--- src/rtl/signed_fixed_point_div.sv ---
// Sequential signed fixed-point divider, O = A / B in Q(iD).(iF).
// Radix-2 restoring magnitude division, one quotient bit per clock,
// fixed N+1 cycle latency, start/valid handshake.
module signed_fixed_point_div #(
  parameter int unsigned iD = 16,
  parameter int unsigned iF = 16
) (
  input  logic              clk,
  input  logic              rst_n,
  input  logic              start,
  input  logic [iD+iF-1:0]  A,
  input  logic [iD+iF-1:0]  B,
  output logic [iD+iF-1:0]  O,
  output logic              valid,
  output logic              busy,
  output logic              ovf,
  output logic              dz
);

  localparam int unsigned W  = iD + iF;
  localparam int unsigned N  = W + iF;
  localparam int unsigned CW = $clog2(N);

  localparam logic [W-1:0] sat_max = {1'b0, {(W-1){1'b1}}};
  localparam logic [W-1:0] sat_min = {1'b1, {(W-1){1'b0}}};

  typedef enum logic [1:0] {
    IDLE = 2'd0,
    DIV  = 2'd1,
    FIN  = 2'd2
  } state_t;

  state_t state, state_d;

  logic          sign;
  logic          a_neg;
  logic          bz;
  logic [W-1:0]  bmag;
  logic [N-1:0]  dvd;
  logic [W-1:0]  rem;
  logic [N-1:0]  quo;
  logic [CW-1:0] cnt;

  logic [W-1:0]  a_mag_c;
  logic [W-1:0]  b_mag_c;
  logic [W:0]    rem_sh_c;
  logic [W:0]    diff_c;
  logic          ge_c;
  logic          pos_big_c;
  logic          neg_big_c;
  logic [W-1:0]  fin_o_c;
  logic          fin_ovf_c;

  // Operand magnitudes; the most negative value maps exactly to 2^(W-1).
  always_comb begin
    a_mag_c = A[W-1] ? W'(-A) : A;
    b_mag_c = B[W-1] ? W'(-B) : B;
  end

  // One restoring step: shift in the next dividend bit, trial-subtract |B|.
  always_comb begin
    rem_sh_c = {rem, dvd[N-1]};
    diff_c   = rem_sh_c - {1'b0, bmag};
    ge_c     = ~diff_c[W];
  end

  // Sign application, saturation and divide-by-zero forcing of the result.
  always_comb begin
    pos_big_c = |quo[N-1:W-1];
    neg_big_c = (|quo[N-1:W]) | (quo[W-1] & (|quo[W-2:0]));
    fin_ovf_c = 1'b0;
    fin_o_c   = sign ? W'(-quo[W-1:0]) : quo[W-1:0];
    if (bz) begin
      fin_o_c = a_neg ? sat_min : sat_max;
    end else if (!sign && pos_big_c) begin
      fin_o_c   = sat_max;
      fin_ovf_c = 1'b1;
    end else if (sign && neg_big_c) begin
      fin_o_c   = sat_min;
      fin_ovf_c = 1'b1;
    end
  end

  // State register.
  always_ff @(posedge clk or negedge rst_n) begin
    if (!rst_n) begin
      state <= IDLE;
    end else begin
      state <= state_d;
    end
  end

  // Next-state logic: IDLE -> DIV for N steps -> FIN -> IDLE.
  always_comb begin
    state_d = state;
    case (state)
      IDLE:    if (start) state_d = DIV;
      DIV:     if (cnt == '0) state_d = FIN;
      FIN:     state_d = IDLE;
      default: state_d = IDLE;
    endcase
  end

  // Operand capture on accepted start and the per-cycle restoring iteration.
  always_ff @(posedge clk or negedge rst_n) begin
    if (!rst_n) begin
      sign  <= 1'b0;
      a_neg <= 1'b0;
      bz    <= 1'b0;
      bmag  <= '0;
      dvd   <= '0;
      rem   <= '0;
      quo   <= '0;
      cnt   <= '0;
    end else begin
      case (state)
        IDLE: begin
          if (start) begin
            sign  <= A[W-1] ^ B[W-1];
            a_neg <= A[W-1];
            bz    <= (B == '0);
            bmag  <= b_mag_c;
            dvd   <= {a_mag_c, {iF{1'b0}}};
            rem   <= '0;
            quo   <= '0;
            cnt   <= CW'(N - 1);
          end
        end
        DIV: begin
          dvd <= {dvd[N-2:0], 1'b0};
          rem <= ge_c ? diff_c[W-1:0] : rem_sh_c[W-1:0];
          quo <= {quo[N-2:0], ge_c};
          cnt <= cnt - CW'(1);
        end
        default: ;
      endcase
    end
  end

  // Registered handshake and result outputs; result held until next FIN.
  always_ff @(posedge clk or negedge rst_n) begin
    if (!rst_n) begin
      O     <= '0;
      valid <= 1'b0;
      busy  <= 1'b0;
      ovf   <= 1'b0;
      dz    <= 1'b0;
    end else begin
      valid <= (state == FIN);
      busy  <= (state_d != IDLE);
      if (state == FIN) begin
        O   <= fin_o_c;
        ovf <= fin_ovf_c;
        dz  <= bz;
      end
    end
  end

endmodule

--- config.mk ---
export PLATFORM = sky130hd
export DESIGN_NAME = signed_fixed_point_div
export DESIGN_NICKNAME = d
export VERILOG_FILES = /design/src/rtl/signed_fixed_point_div.sv
export SDC_FILE = /design/constraint.sdc
export NUM_CORES = 1
export LEC_CHECK = 0
export BUFFER_PORTS_ARGS = -buffer_cell sky130_fd_sc_hd__buf_2
export CORE_MARGIN = 10
export CORE_UTILIZATION = 55
export DETAILED_ROUTE_END_ITERATION = 7
export PLACE_DENSITY = 0.79
export SYNTH_ARGS = -nofsm -noshare
export SYNTH_HDL_FRONTEND = slang
export SYNTH_SLANG_ARGS = --single-unit
--- constraint.sdc ---
create_clock -name clk -period 3.9 [get_ports clk]
set_input_delay 1.17 -clock clk [delete_from_list [all_inputs] [get_ports clk]]
set_output_delay 1.17 -clock clk [all_outputs]
set_load 0.03 [all_outputs]
==> out/results.tsv <==
metric	value	unit
vias	9651	
failing checks	negative setup slack	
# setup viols final	3	
CP top delay family	simple AND/OR/NAND/NOR gates	
total routed wirelength	26960	microns
FF-to-FF Start	dvd[47]$_DFFE_PN0P_	
CP max stage delay	0.53	ns
first-pass GRT wire length	45840	microns
peak supply drop	534.9	uV
unrepaired setup endpoints after global routing	true	
Global Route Usage Sum	20.47	%
count of different cell masters after synthesis	63	
number of global-route vias before repair	9538	
root buffer cell	clkbuf_16	
NumNets Final	1401	
Worst-Skew Late Latency	0.45	ns
HP Start	bmag[5]$_DFFE_PN0P_	
Inserted Diodes	0	
total core area	0.02017	sq mm
worst path cell trace	buf_6 > or3_4 > or4_4 > or3_4 > or4_4 > or3_4 > or4_4 > o31ai_4 > xor2_1 > o21ai_1	
worst hold slack	0.4799	ns
number of buffers created by CTS	17	
LEAKAGE	5.961	nW
leading post-synthesis cells by cell area	dfrtp_1 43%, o21ai_0 5.8%, xor2_1 4.7%	
Hold Path Class	flop to flop	
routed len/inst	17.07	microns
largest area contributor in the netlist	dfrtp_1	
Slew @ Worst Pin	0.8525	ns
WP buf/inv	1	
Rows	52	
Area Growth Syn to Fin	15.05	%
FF+latch count, synth	191	
critical path capture point	bmag[27]$_DFFE_PN0P_	
status	finished with violations	
post-route ant nets	0	
Final Cycle Share	101.5	%
CP endpoint kind	flop	
hold_buf cts	0	
final total power	12.22	mW
Synth top area share	42.65	%
most common cell in the netlist	dfrtp_1	
Mapped Area	0.01121	sq mm
boundary pin count	103	
Synth Area per Inst	9.331	sq um
CTS tree	done	
clock tree buffer depth	2	
Initial Utilization	55.56	%
crit path DAT	4.27	ns
Die Ht	162.7	microns
hpwl dp	19150	microns
Layout Cells excl Fill	1579	
initial antenna violation count	0	
clk slew on worst S/H paths	0.08	ns
chip width	162.7	microns
Synth top cells by count	191 x dfrtp_1, 134 x nand2_1, 130 x o21ai_0	
syn_nets	1306	
Worst Path Required	4.22	ns
YS warnings	0	
Max Clock Skew	0.01827	ns
via/cell ratio	6.112	
EDFF count, synth	0	
reg2reg setup slack	0.17	ns
CP Launch Point	B[4]	
Max Cap Viol	0	
dpl ws	-0.5369	ns
P per Cell Area	947.6	mW/mm^2
Final Max Slew Viols	0	
first-pass iteration count of the detailed router	5	
minimum clock period	3.957	ns
fraction of layout cells with a size suffix above 1	16.50	%
WS Path Type	primary input to flop	
H-tree Lvls	4	
startpoint types	primary input	
critical path's slowest cell	or4_4	
RePlAce Congestion	0.8879	
Hold Violations, Final	0	
Gate Count Post-Synth	1201	
die area	0.02649	sq mm
total grt overflow	0	
Critical Path Fanout Max	4	
Sink Count	191	
Placed Instances	1545	
R2R depth	16	
FFs w/ async S/R, synth	100.0	%
sequential cell area fraction in the yosys report	42.65	%
Reg2Reg Capture Point	rem[2]$_DFFE_PN0P_	
Setup WS post-layout	-0.05741	ns
ys flop type	dfrtp_1	
critical path depth	10	
1st-iter DRT viols	708	
max frequency	252.7	MHz
Max transition margin	43.03	%
port bufs	102	
largest net degree at the start of global routing	82	
drc violations	0	
sequential cells by signal, summed over array words and instances (netlist names):
register,flops
quo,48
bz,1
dvd,32
bmag,32
a_neg,1
rem,32
sign,1
busy,1
O,32
valid,1
ovf,1
dz,1
cnt,6
state,2
report_power, final:
| part | switching [mW] | leakage [nW] | internal, mW |
|---|---|---|---|
| clock | 0.894 | 0.301 | 0.884 |
| sequential | 0.698 | 2.44 | 2.84 |
| combinational | 3.82 | 3.22 | 3.08 |
worst min-delay path: stages (launching register included):
cell and delay, ns:
dfrtp_1 0.34, nand2_1 0.05, o21ai_0 0.06
layout make-up:
| class | count | area (sq um) |
|---|---|---|
| Clock buffer | 17 | 425.4 |
| Clock inverter | 15 | 198.9 |
| Fill cell | 1682 | 7276 |
| Inverter | 51 | 191.4 |
| Multi-Input combinational cell | 886 | 6026 |
| Sequential cell | 191 | 4780 |
| Tap cell | 270 | 337.8 |
| Timing Repair Buffer | 149 | 934.6 |
per-layer routing:
layer / global-route usage [%] / up-vias / wire [microns]
met4: 6.270 / 0 / 526
met2: 33.72 / 304 / 12770
met1: 26.60 / 4665 / 12080
met5: 0 / - / 0
met3: 4.146 / 42 / 1577
li1: - / 4640 / -
through the flow:
step / area, sq um / util (%) / TNS [ns]
2_1_floorplan: 11220 / - / -1.232
3_3_place_gp: 12230 / 60.63 / -2.940
3_5_place_dp: 12230 / 60.63 / -3.715
4_1_cts: 12870 / 63.82 / -0.04632
5_1_grt: 12890 / 63.93 / -0.2347
6_report: 12890 / 63.93 / -0.08165
worst min path at each step:
| stage | end | slack, ns | depth (start not counted) |
|---|---|---|---|
| 2_1_floorplan | bmag[10]$_DFFE_PN0P_ | 0.45 | 2 |
| 3_3_place_gp | bmag[7]$_DFFE_PN0P_ | 0.46 | 2 |
| 3_5_place_dp | O[0]$_DFFE_PN0P_ | 0.47 | 2 |
| 4_1_cts | bmag[5]$_DFFE_PN0P_ | 0.49 | 2 |
| 5_1_grt | O[8]$_DFFE_PN0P_ | 0.50 | 2 |
| 6_report | bmag[5]$_DFFE_PN0P_ | 0.48 | 2 |
layout by cell type, fill, tap and decap left out, types with 5 or more instances in the layout:
cell         n
dfrtp_1    191
nand2_1    134
o21ai_0    127
buf_2       99
a21oi_1     63
xor2_1      60
inv_1       51
xnor2_1     47
a22o_1      46
buf_4       43
ha_1        37
nor2_1      33
o22ai_1     26
o31ai_1     26
nand3_1     26
a22oi_1     21
mux2i_1     19
a221o_1     18
clkbuf_16   17
a21o_1      15
o41ai_1     14
o311ai_0    13
or4_1       12
nor3_1      11
nand2b_1    11
nor4_1       9
or3_1        9
or2_2        8
a32oi_1      7
a31oi_1      6
nand4_1      6
clkinv_8     6
a211oi_1     5
or4_4        5
logic make-up (layout without fill, tap and decap cells):
kind of cell    Yosys count  after routing  synth area share [%]
compound gates          431            431                 25.94
simple gates            287            287                 12.52
flops                   191            191                 42.65
buf+inv                 124            232                 4.164
xor+xnor                108            108                 8.440
fa+ha+maj                38             38                 4.309
mux                      22             22                 1.987
what timing repair did:
item | in CTS | in global routing
gates resized for setup | 2 | 5
pin swaps | 2 | 2
cloned | 0 | 0
endpoints found under the setup margin | 3 | 35
buffers inserted | 1 | 1
Note: power is estimated with default switching activity, not from simulation.
